==> src/rtl/eater_pkg.sv <==
// Shared definitions for the 8-bit CPU control path: opcodes, control-word bit positions, step type.
// Combinational constants only; no latency, no backpressure.
package eater_pkg;

    typedef logic [2:0] step_t;

    localparam logic [3:0] OP_NOP = 4'h0;
    localparam logic [3:0] OP_LDA = 4'h1;
    localparam logic [3:0] OP_ADD = 4'h2;
    localparam logic [3:0] OP_SUB = 4'h3;
    localparam logic [3:0] OP_STA = 4'h4;
    localparam logic [3:0] OP_LDI = 4'h5;
    localparam logic [3:0] OP_JMP = 4'h6;
    localparam logic [3:0] OP_JC  = 4'h7;
    localparam logic [3:0] OP_JZ  = 4'h8;
    localparam logic [3:0] OP_OUT = 4'hE;
    localparam logic [3:0] OP_HLT = 4'hF;

    localparam int CTRL_HLT = 15;
    localparam int CTRL_MI  = 14;
    localparam int CTRL_RI  = 13;
    localparam int CTRL_RO  = 12;
    localparam int CTRL_IO  = 11;
    localparam int CTRL_II  = 10;
    localparam int CTRL_AI  = 9;
    localparam int CTRL_AO  = 8;
    localparam int CTRL_EO  = 7;
    localparam int CTRL_SU  = 6;
    localparam int CTRL_BI  = 5;
    localparam int CTRL_OI  = 4;
    localparam int CTRL_CE  = 3;
    localparam int CTRL_CO  = 2;
    localparam int CTRL_J   = 1;
    localparam int CTRL_FI  = 0;

    localparam logic [15:0] M_HLT = 16'h1 << CTRL_HLT;
    localparam logic [15:0] M_MI  = 16'h1 << CTRL_MI;
    localparam logic [15:0] M_RI  = 16'h1 << CTRL_RI;
    localparam logic [15:0] M_RO  = 16'h1 << CTRL_RO;
    localparam logic [15:0] M_IO  = 16'h1 << CTRL_IO;
    localparam logic [15:0] M_II  = 16'h1 << CTRL_II;
    localparam logic [15:0] M_AI  = 16'h1 << CTRL_AI;
    localparam logic [15:0] M_AO  = 16'h1 << CTRL_AO;
    localparam logic [15:0] M_EO  = 16'h1 << CTRL_EO;
    localparam logic [15:0] M_SU  = 16'h1 << CTRL_SU;
    localparam logic [15:0] M_BI  = 16'h1 << CTRL_BI;
    localparam logic [15:0] M_OI  = 16'h1 << CTRL_OI;
    localparam logic [15:0] M_CE  = 16'h1 << CTRL_CE;
    localparam logic [15:0] M_CO  = 16'h1 << CTRL_CO;
    localparam logic [15:0] M_J   = 16'h1 << CTRL_J;
    localparam logic [15:0] M_FI  = 16'h1 << CTRL_FI;

    // Last active T-step per opcode, entry 15 (HLT) first; undefined opcodes behave as NOP.
    localparam logic [15:0][2:0] LAST_STEP_TBL = {
        3'd2, 3'd2, 3'd1, 3'd1, 3'd1, 3'd1, 3'd1, 3'd2,
        3'd2, 3'd2, 3'd2, 3'd3, 3'd4, 3'd4, 3'd3, 3'd1
    };

endpackage

==> src/rtl/control_sequencer_if.sv <==
// Opcode/flag inputs and control-word/status outputs of the control sequencer.
// Wires only; no latency, no backpressure.
interface control_sequencer_if;
    import eater_pkg::*;

    logic [3:0]  opcode;
    logic        flag_c;
    logic        flag_z;
    logic [15:0] ctrl;
    step_t       step;
    logic        halted;

    modport master (output opcode, flag_c, flag_z, input ctrl, step, halted);
    modport slave  (input opcode, flag_c, flag_z, output ctrl, step, halted);
endinterface

==> src/rtl/eater_microcode_rom.sv <==
// Microcode lookup: (opcode, step, flags) -> control word plus last-step marker.
// Purely combinational; no backpressure.
module eater_microcode_rom
    import eater_pkg::*;
(
    input  logic [3:0]  opcode,
    input  step_t       step,
    input  logic        flag_c,
    input  logic        flag_z,
    output logic [15:0] ctrl,
    output logic        last
);

    always_comb begin
        ctrl = '0;
        // T1 needs the opcode too: NOP-class instructions end there.
        last = (step == LAST_STEP_TBL[opcode]);
        case (step)
            3'd0: ctrl = M_CO | M_MI;
            3'd1: ctrl = M_RO | M_II | M_CE;
            3'd2: begin
                case (opcode)
                    OP_LDA, OP_ADD, OP_SUB, OP_STA: ctrl = M_IO | M_MI;
                    OP_LDI: ctrl = M_IO | M_AI;
                    OP_JMP: ctrl = M_IO | M_J;
                    OP_JC:  ctrl = flag_c ? (M_IO | M_J) : 16'h0000;
                    OP_JZ:  ctrl = flag_z ? (M_IO | M_J) : 16'h0000;
                    OP_OUT: ctrl = M_AO | M_OI;
                    OP_HLT: ctrl = M_HLT;
                    default: ctrl = '0;
                endcase
            end
            3'd3: begin
                case (opcode)
                    OP_LDA:         ctrl = M_RO | M_AI;
                    OP_ADD, OP_SUB: ctrl = M_RO | M_BI;
                    OP_STA:         ctrl = M_AO | M_RI;
                    default:        ctrl = '0;
                endcase
            end
            3'd4: begin
                case (opcode)
                    OP_ADD:  ctrl = M_EO | M_AI | M_FI;
                    OP_SUB:  ctrl = M_EO | M_AI | M_SU | M_FI;
                    default: ctrl = '0;
                endcase
            end
            default: ctrl = '0;
        endcase
    end

endmodule

==> src/rtl/control_sequencer.sv <==
// T-step sequencer and halt latch driving the datapath control word from the microcode ROM.
// ctrl is combinational from the current step (zero added latency); no backpressure.
module control_sequencer
    import eater_pkg::*;
#(
    parameter int MAX_STEPS = 5,
    parameter bit EARLY_END = 1'b1
)(
    input  logic               clk,
    input  logic               rst,
    control_sequencer_if.slave bus
);

    localparam step_t STEP_WRAP = step_t'(MAX_STEPS - 1);

    step_t       step_q;
    step_t       step_d;
    logic        halted_q;
    logic        halted_d;
    logic [15:0] rom_ctrl;
    logic        rom_last;

    eater_microcode_rom u_rom (
        .opcode (bus.opcode),
        .step   (step_q),
        .flag_c (bus.flag_c),
        .flag_z (bus.flag_z),
        .ctrl   (rom_ctrl),
        .last   (rom_last)
    );

    always_comb begin
        step_d   = step_q;
        halted_d = halted_q;
        if (!halted_q) begin
            // HLT freezes the step counter where it is; only reset releases it.
            if (rom_ctrl[CTRL_HLT]) begin
                halted_d = 1'b1;
            end else if ((EARLY_END && rom_last) || (step_q == STEP_WRAP)) begin
                step_d = '0;
            end else begin
                step_d = step_q + 3'd1;
            end
        end
    end

    always_ff @(posedge clk) begin
        if (rst) begin
            step_q   <= '0;
            halted_q <= 1'b0;
        end else begin
            step_q   <= step_d;
            halted_q <= halted_d;
        end
    end

    always_comb begin
        bus.ctrl = rom_ctrl;
        if (rst) begin
            bus.ctrl = '0;
        end else if (halted_q) begin
            bus.ctrl = M_HLT;
        end
    end

    assign bus.step   = step_q;
    assign bus.halted = halted_q;

endmodule
==> src/flat_wrapper.sv <==
// flat-port wrapper written by rule: the top's interface ports become plain ports
module control_sequencer_flat import eater_pkg::*;
#(
    parameter int MAX_STEPS = 5,
    parameter bit EARLY_END = 1'b1
)
  (clk, rst, bus_opcode, bus_flag_c, bus_flag_z, bus_ctrl, bus_step, bus_halted);
  control_sequencer_if bus_i ();
  input  logic clk;
  input  logic rst;
  input wire logic [$bits(bus_i.opcode)-1:0] bus_opcode;
  input wire logic [$bits(bus_i.flag_c)-1:0] bus_flag_c;
  input wire logic [$bits(bus_i.flag_z)-1:0] bus_flag_z;
  output wire logic [$bits(bus_i.ctrl)-1:0] bus_ctrl;
  output wire logic [$bits(bus_i.step)-1:0] bus_step;
  output wire logic [$bits(bus_i.halted)-1:0] bus_halted;
  assign bus_i.opcode = bus_opcode;
  assign bus_i.flag_c = bus_flag_c;
  assign bus_i.flag_z = bus_flag_z;
  assign bus_ctrl = bus_i.ctrl;
  assign bus_step = bus_i.step;
  assign bus_halted = bus_i.halted;
  control_sequencer #(.MAX_STEPS(MAX_STEPS), .EARLY_END(EARLY_END)) u_core (.clk(clk), .rst(rst), .bus(bus_i));
endmodule
==> config.mk <==
export PLATFORM = sky130hd
export DESIGN_NAME = control_sequencer_flat
export DESIGN_NICKNAME = d
export VERILOG_FILES = /design/src/rtl/eater_pkg.sv /design/src/rtl/control_sequencer_if.sv /design/src/rtl/eater_microcode_rom.sv /design/src/rtl/control_sequencer.sv /design/src/flat_wrapper.sv
export SDC_FILE = /design/constraint.sdc
export NUM_CORES = 1
export LEC_CHECK = 0
export BUFFER_PORTS_ARGS = -buffer_cell sky130_fd_sc_hd__buf_2
export CAP_MARGIN = 20
export CORE_AREA = 2 2 42 44
export DETAILED_ROUTE_END_ITERATION = 12
export DIE_AREA = 0 0 44 46
export PLACE_DENSITY = 0.77
export SYNTH_ARGS = -nofsm -noshare
export SYNTH_HDL_FRONTEND = slang
export SYNTH_HIERARCHICAL = 1
export SYNTH_SLANG_ARGS = --single-unit
==> constraint.sdc <==
create_clock -name clk -period 4.7 [get_ports clk]
set_clock_uncertainty 0.15 [all_clocks]
set_input_delay 0.94 -clock clk [delete_from_list [all_inputs] [get_ports clk]]
set_output_delay 0.94 -clock clk [all_outputs]
set_load 0.05 [all_outputs]
# Word level (Yosys, flattened, before mapping)
# Memory sizes are Yosys's and may differ from the RTL's.
# Cells that the tools add are included.
totals:
  mem_bits_ro: 48
  wordCells: 39
  output_inout_bits: 20
  mem_count: 1
  input_bits: 8
  register_bits: 4
memory_table:
  columns: ["memory", "depth", "word_bits", "read_ports", "rd_ports_with_merged_regs", "write_ports", "line", "source"]
  rows:
  - ["(name not given)", 16, 3, 1, 0, 0, "eater_microcode_rom.sv:17", "last = (step == LAST_STEP_TBL[opcode]);"]
classes:
  n_bitwise: 2
  n_reduce_logical: 5
  addsub: 1
  n_eq_ne: 15
  n_mux: 12
  n_lt_le_gt_ge: 1
ops:
  columns: ["op", "count"]
  rows:
  - ["16-bit one-hot mux with 7 select lines", 1]
  - ["16-bit one-hot mux with 5 select lines", 1]
  - ["14-bit one-hot mux with 3 select lines", 1]
  - ["16-bit two-way mux", 2]
  - ["12-bit two-way mux", 2]
  - ["10-bit one-hot mux with 2 select lines", 1]
  - ["4-bit by 3-bit equality test with 1-bit output, second input constant", 4]
  - ["4-bit equality test, second input constant", 3]
  - ["4-bit by 2-bit equality test with 1-bit output, second input constant", 2]
  - ["3-bit by 2-bit equality test with 1-bit output, second input constant", 2]
  - ["3-bit two-way mux", 2]
  - ["4-bit by 5-bit < comparator with 1-bit output, second input constant", 1]
  - ["4-bit by 1-bit equality test with 1-bit output, second input constant", 1]
  - ["4-bit OR reduction", 1]
  - ["3-bit by 1-bit adder with 3-bit output, second input constant", 1]
  - ["3-bit by 1-bit equality test with 1-bit output, second input constant", 1]
  - ["3-bit equality test", 1]
  - ["3-bit equality test, second input constant", 1]
  - ["3-bit zero test", 1]
  - ["1-bit two-way mux", 2]
  - ["1-bit inverter", 2]
  - ["2-bit AND reduction", 1]
  - ["2-bit OR reduction", 1]
  - ["1-bit logical OR", 1]

# Logic depth before layout (Yosys ltp)
# Gate-level depths: netlist (run 1).
depth:
  ltp_word: 6
  ltp_mapped: 9
  mapped_depth_nobuf: 8

# Cells and area by module
# Netlist (run 1), hierarchy kept.
by_module_without_submodules:
  columns: ["mod", "seq_area_each_um2", "area_each_um2", "cells_per_inst", "instances"]
  rows:
  - ["eater_microcode_rom", 0.0, 421.7, 62, 1]
  - ["control_sequencer", 80.1, 304.0, 40, 1]

# Worst setup path after synthesis (run 1)
# Ideal clock, no wire load.
synth_path:
  kind: "input port to output port"
  from: "input bus_opcode[3]"
  to: "output bus_ctrl[15]"
  arrival_time_ns: 2.449
  cell_stages: 5
  t_required_ns: 3.610
  path_buffers: 0
  path_slack_ns: 1.161
  path_cell_list: "inv_2 -> or3_4 -> nor3_1 -> nor2_2 -> nor2_1"
synth_between:
  elab_chain_len: 6
  elab_cells_between_ends: 15
  classes_between: "eq/ne (10); mux (4); reduce/logical (1)"
synth_lines:
  columns: ["item", "line", "source"]
  rows:
  - ["from (decl)", "flat_wrapper.sv:11", "input wire logic [$bits(bus_i.opcode)-1:0] bus_opcode;"]
  - ["4-bit by 2-bit equality test with 1-bit output, or another cell as far along", "eater_microcode_rom.sv:22", "case (opcode)"]
  - ["4-bit OR reduction", "eater_microcode_rom.sv:22", null]
  - ["16-bit one-hot mux with 7 select lines *", "eater_microcode_rom.sv:22", null]
  - ["16-bit one-hot mux with 5 select lines *", "eater_microcode_rom.sv:18", "case (step)"]
  - ["net u_core.rom_ctrl[15]", "control_sequencer.sv:20", "logic [15:0] rom_ctrl;"]
  - ["16-bit two-way mux *", "control_sequencer.sv:61", "end else if (halted_q) begin"]
  - ["16-bit two-way mux *", "control_sequencer.sv:59", "if (rst) begin"]
  - ["to (decl)", "flat_wrapper.sv:14", "output wire logic [$bits(bus_i.ctrl)-1:0] bus_ctrl;"]
# The timed path passes the listed nets; every way through them passes the cells marked *.

# Worst setup path in the final report (run 1)
layout_path:
  from: "input bus_opcode[1]"
  to: "output bus_ctrl[15]"
# The elaborated chain is that of the path after synthesis.

==> results of run 1 <==
[layer usage]
| metal | GRT usage | up-vias | share of wire |
|---|---|---|---|
| met5 | 0 | - | 0 |
| met1 | 0.205 | 385 | 0.41 |
| li1 | - | 410 | - |
| met3 | 0.0317 | 2 | 0.077 |
| met2 | 0.318 | 34 | 0.51 |
| met4 | 0.0970 | 0 | 0.0055 |
[worst max-delay path by stage]
stage                                  start           end  slack (ns)
after detailed placement       bus_opcode[1]  bus_ctrl[15]        1.12
after floorplan                bus_opcode[3]  bus_ctrl[15]        1.16
after global routing      u_core/bus.step[1]  bus_ctrl[15]        0.97
after CTS                      bus_opcode[1]  bus_ctrl[15]        1.12
final                          bus_opcode[1]  bus_ctrl[15]        1.09
after global placement         bus_opcode[1]  bus_ctrl[15]        1.22
[power groups by stage]
| stage | combinational, µW | clock [µW] | sequential [µW] |
|---|---|---|---|
| 3_3_place_gp | 143 | 0 | 60.9 |
| 2_1_floorplan | 118 | 0 | 65.4 |
| 3_5_place_dp | 145 | 0 | 61.0 |
| 4_1_cts | 145 | 46.8 | 60.6 |
| 6_report | 145 | 44.1 | 60.5 |
| 5_1_grt | 157 | 49.0 | 62.6 |
[metrics by stage]
| stage | power (µW) | util |
|---|---|---|
| 2_1_floorplan | 183 | - |
| 3_3_place_gp | 204 | 0.502 |
| 5_1_grt | 269 | 0.516 |
| 6_report | 250 | 0.516 |
| 4_1_cts | 253 | 0.516 |
| 3_5_place_dp | 206 | 0.502 |
[registers in the layout (all words and copies together), names as in the netlist]
name	cells
u_core/bus.halted	1
u_core/bus.step	3
[Yosys cell counts (all sizes together), types with 2 or more instances]
cell,count
a211oi,2
a21oi,8
and2,15
and4b,2
buf,7
dfxtp,4
ha,2
inv,7
nand2,4
nand3,5
nor2,11
nor3,8
o211ai,2
o21ai,8
or3,2
xnor2,2
[placed cells by master, fill, tap and decap left out]
cell	synthesis	layout
a211oi_2	2	2
a221o_2	1	1
o2111ai_1	1	1
nor4_1	1	1
nand2_1	4	4
a2111oi_2	1	1
clkbuf_4	0	3
ha_1	2	2
a21oi_1	8	8
o31ai_1	1	1
nand3_2	1	1
o21ai_1	1	1
inv_2	3	3
nor3_1	7	7
o21ai_0	7	7
xor2_1	1	1
inv_1	4	4
o221ai_1	1	1
and2b_2	1	1
and4b_1	1	1
or3_1	1	1
and4_1	1	1
o211ai_1	2	2
and4b_2	1	1
nor2_2	3	3
nor3_2	1	1
nand2b_1	1	1
or3_4	1	1
nor2_4	1	1
nand3_1	4	4
and2_1	15	15
a41o_1	1	1
dfxtp_1	4	4
nor2_1	7	7
buf_2	0	27
xnor2_1	2	2
o22ai_1	1	1
[cells by family after synthesis]
group	after synthesis	share of synthesized area
AO/OA/AOI/OAI	27	0.259
buffers and inverters	15	0.134
AND/OR/NAND/NOR	51	0.426
adder cells (fa/ha/maj)	2	0.0345
flip-flops	4	0.110
XOR/XNOR	3	0.0362
[layout make-up]
| class | count | area, µm² | share of cell area |
|---|---|---|---|
| Timing Repair Buffer | 27 | 135 | 0.162 |
| Tap cell | 17 | 21.3 | 0.0255 |
| Sequential cell | 4 | 80.1 | 0.0961 |
| Inverter | 7 | 26.3 | 0.0315 |
| Multi-Input combinational cell | 83 | 548 | 0.658 |
| Clock buffer | 3 | 22.5 | 0.0270 |
[worst max-delay path, cell delays in order]
cell and delay (ns):
buf_2 0.21, inv_2 0.09, or3_4 0.39, nor3_1 0.39, nor2_2 0.12, nor2_1 0.11, buf_2 0.26
==> results.cfg, run 1 <==
[global_route]
grt_pass1_wl_mm = 2.70
grt_pass1_vias = 664
grt-ovfl-total = 0
antenna_found_initial = 0
grt.total_usage = 0.180
grt_max_degree = 18

[layout]
drive_gt1_frac = 0.371
stdcell_area_um2 = 833
num_antenna_cells = 0
area.growth.synth_to_final_pct = 14.8
fillCellCount = 165
finalNonFillerCells = 141
nets = 136

[clock_tree]
cts_tree = done
clock-sinks = 4
hold_buffers = 0
cts_max_path_buffers = 2
ctsResizeCount = 0
post_cts_buffers = 0
clkTransAtPathRegs_ns = 0.04
insertion_delay_ns = 0.24
cts_buffers = 3
ctsHtreeMaxLevel = 1
cts_root_buf = clkbuf_4

[timing]
setup_slack_ns = 1.09
worst_slew_pin_slew_ns = 0.620
setup_viol_count_final = 0
finalHoldViolCount = 0
relSlewSlack = 0.586
tns_ns = 0
finalCriticalPeriod_ns = 3.61
holdWs_ns = 0.536
fin_crit_sh = 0.769
fmax_ghz = 0.277
rsz0062_at_grt = false
slew_viol_final = 0

[synth]
ys_ff_latch = 4
synth_nets = 112
synth_top_area_frac = 0.129
syn_area_per_cell_um2 = 7.11
syn_area_um2 = 726
netlist_instances = 102
ys_seq_area_frac = 0.110
yosys_warnings = 6
ys.flop_type = dfxtp_1
synth_edf_count = 0
synthTopCellsByArea = and2_1, dfxtp_1, buf_6
ys_async_sr_fraction = 0
ys_types = 38
synth_area_leader_cell = and2_1

[hold_path]
hold_path.class = reg2reg
hold_depth = 2
hold_start = u_core/bus.step[2]
min_to = u_core/bus.step[2]

[pwr]
power.internal_uw = 113
sw_frac_of_total = 0.550
power_per_cell_area_nw_per_um2 = 300
seqPwrFrac = 0.242
ir_worst_vdd_mv = 0.182
combPwrFrac = 0.582
power.leakage_uw = 0.000396
clkPwrFrac = 0.176
p_sw_uw = 137

[status]
status = finished clean

[critical_path]
crit_required_ns = 3.61
start_kind = input port
cp_max_fo = 12
timing.rr.end = u_core/bus.step[2]
crit_type = in2out
end_kind = output port
r2r_slack_ns = 2.42
r2r-start = u_core/bus.step[1]
arrival_ns = 2.52
rr_worst_depth = 7

[floorplan]
core.rowCount = 15
fp.dieArea_um2 = 2020
io_pins = 28
die_h_um = 46
start_util = 0.450
die_w_um = 44
fp.coreArea_um2 = 1610

[routing]
ant_nets = 0
vias_per_cell = 5.89
drt-total-wl_mm = 1.81
drcViolationCount = 0
drt_first_pass_iters = 5
drtIter0Drc = 28
routedWlPerCell_um = 12.9
dr_total_vias = 831

[run]
drv_cap = 0

[placed_design]
dpl_cell_area_um2 = 811
place_ws_ns = 1.12
portBuffers = 27
placedCellCount = 138
gp_congestion = 0.815
post-dp-hpwl_mm = 1.31
Power figures use the tool's default switching activity.
==> run 2: changes to the inputs <==
- clock period: 4.7 -> 3.45 ns (I/O delays scaled with it)
==> results.cfg, run 2 (same netlist as run 1, synthesis figures left out) <==
[status]
status = finished clean

[layout]
largest_reg_flops = 3
nets = 137
num_antenna_cells = 0
drive_gt1_frac = 0.376
final_cell_mix = buf_2, and2_1, a21oi_1
layout_commonest_cell = buf_2
area.growth.synth_to_final_pct = 15.9
fillCellCount = 163
stdcell_area_um2 = 841

[critical_path]
worst-path-buf-inv = 3
max_stage_delay_ns = 0.41
r2r-start = u_core/bus.step[2]
crit_required_ns = 2.61
crit_type = in2out
timing.critical_path.mode_cell = buf_2
cp_max_fo = 12
rr_worst_depth = 6
arrival_ns = 2.29
path_cells = buf_2 > inv_2 > or3_4 > nor3_1 > nor2_2 > nor2_1 > buf_2
path_delay_family = simple AND/OR/NAND/NOR gates
end_kind = output port
slowest_stage = nor3_1
timing.rr.end = u_core/bus.step[2]
start_kind = input port
r2r_slack_ns = 1.39

[clock_tree]
clock-sinks = 4
hold_buffers = 0
clkTransAtPathRegs_ns = 0.04
cts_tree = done
ctsHtreeMaxLevel = 1
cts_max_path_buffers = 2
insertion_delay_ns = 0.23
post_cts_buffers = 0
ctsResizeCount = 0
cts_buffers = 3
cts_root_buf = clkbuf_4

[routing]
drt_first_pass_iters = 4
drtIter0Drc = 18
routedWlPerCell_um = 13.3
drt-total-wl_mm = 1.89
dr_total_vias = 825
drcViolationCount = 0
vias_per_cell = 5.81
ant_nets = 0

[global_route]
grt_max_degree = 18
grt.total_usage = 0.196
grt-ovfl-total = 0
antenna_found_initial = 0
grt_pass1_vias = 731
grt_pass1_wl_mm = 2.99

[pwr]
power.leakage_uw = 0.000402
ir_worst_vdd_mv = 0.243
power_per_cell_area_nw_per_um2 = 411

[timing]
rsz0062_at_grt = false
tns_ns = 0
worst_slew_pin_slew_ns = 0.598
slew_viol_final = 0
fmax_ghz = 0.320
relSlewSlack = 0.601
finalHoldViolCount = 0
setup_viol_count_final = 0
finalCriticalPeriod_ns = 3.13
fin_crit_sh = 0.906

[run]
drv_cap = 0

[floorplan]
fp.dieArea_um2 = 2020
core.rowCount = 15
fp.coreArea_um2 = 1610
die_h_um = 46
io_pins = 28
die_w_um = 44
start_util = 0.450

[placed_design]
gp_congestion = 0.813
portBuffers = 27
post-dp-hpwl_mm = 1.38
dpl_cell_area_um2 = 818

[hold_path]
min_to = u_core/bus.step[1]
hold_depth = 2
hold_path.class = reg2reg
hold_start = u_core/bus.halted
==> run 2: changes by cell type in the layout (fill, tap and decap cells not counted), sizes merged <==
| cell | change |
|---|---|
| buf | +1 |
==> run 2: stage by stage <==
| step | hold WS (ns) | util | instances | worst slack (ns) | power, µW |
|---|---|---|---|---|---|
| finish | 0.526 | 0.521 | 142 | 0.325 | 346 |
| global route | 0.545 | 0.521 | 142 | 0.276 | 374 |
| CTS | 0.523 | 0.521 | 142 | 0.373 | 347 |
| detailed placement | 0.512 | 0.507 | 139 | 0.379 | 287 |
| global placement | 0.520 | 0.507 | 139 | 0.463 | 284 |
| floorplan | 0.607 | - | 102 | 0.292 | 249 |
==> run 2: area by class of cell <==
class	count	area, µm²	area share
well taps	17	21.3	0.0253
multi-input cells	83	548	0.652
flip-flops and latches	4	80.1	0.0952
inverters	7	26.3	0.0313
repair buffers	28	143	0.170
clock buffers	3	22.5	0.0268
==> run 2: where the power goes <==
part / internal [µW] / leakage (µW) / switching, µW
clock: 38.9 / 0.0000138 / 18.9
combinational: 65.2 / 0.000355 / 152
sequential: 53.3 / 0.0000327 / 17.4
total: 157 / 0.000402 / 189
==> run 2: metal layers <==
layer | vias up | track usage | wire length [µm]
met5 | - | 0 | 0
met1 | 384 | 0.233 | 802
li1 | 406 | - | -
met2 | 35 | 0.347 | 962
met3 | 0 | 0.0278 | 123
met4 | 0 | 0.0909 | 0
==> run 2: how the worst max path moves through the flow <==
stage / from / to / slack [ns] / cells after the start
5_1_grt: bus_opcode[1] / bus_ctrl[15] / 0.28 / 7
6_report: bus_opcode[1] / bus_ctrl[15] / 0.32 / 7
3_3_place_gp: bus_opcode[1] / bus_ctrl[15] / 0.46 / 7
4_1_cts: bus_opcode[1] / bus_ctrl[15] / 0.37 / 7
2_1_floorplan: u_core/bus.step[1] / bus_ctrl[15] / 0.29 / 6
3_5_place_dp: bus_opcode[1] / bus_ctrl[15] / 0.38 / 7
==> run 2: worst register-to-register path: stages, from the launching register on <==
cell      delay [ns]
dfxtp_1         0.57
o22ai_1         0.17
a221o_2         0.36
a211oi_2        0.28
nor3_1          0.09
o31ai_1         0.21
a21oi_1         0.10
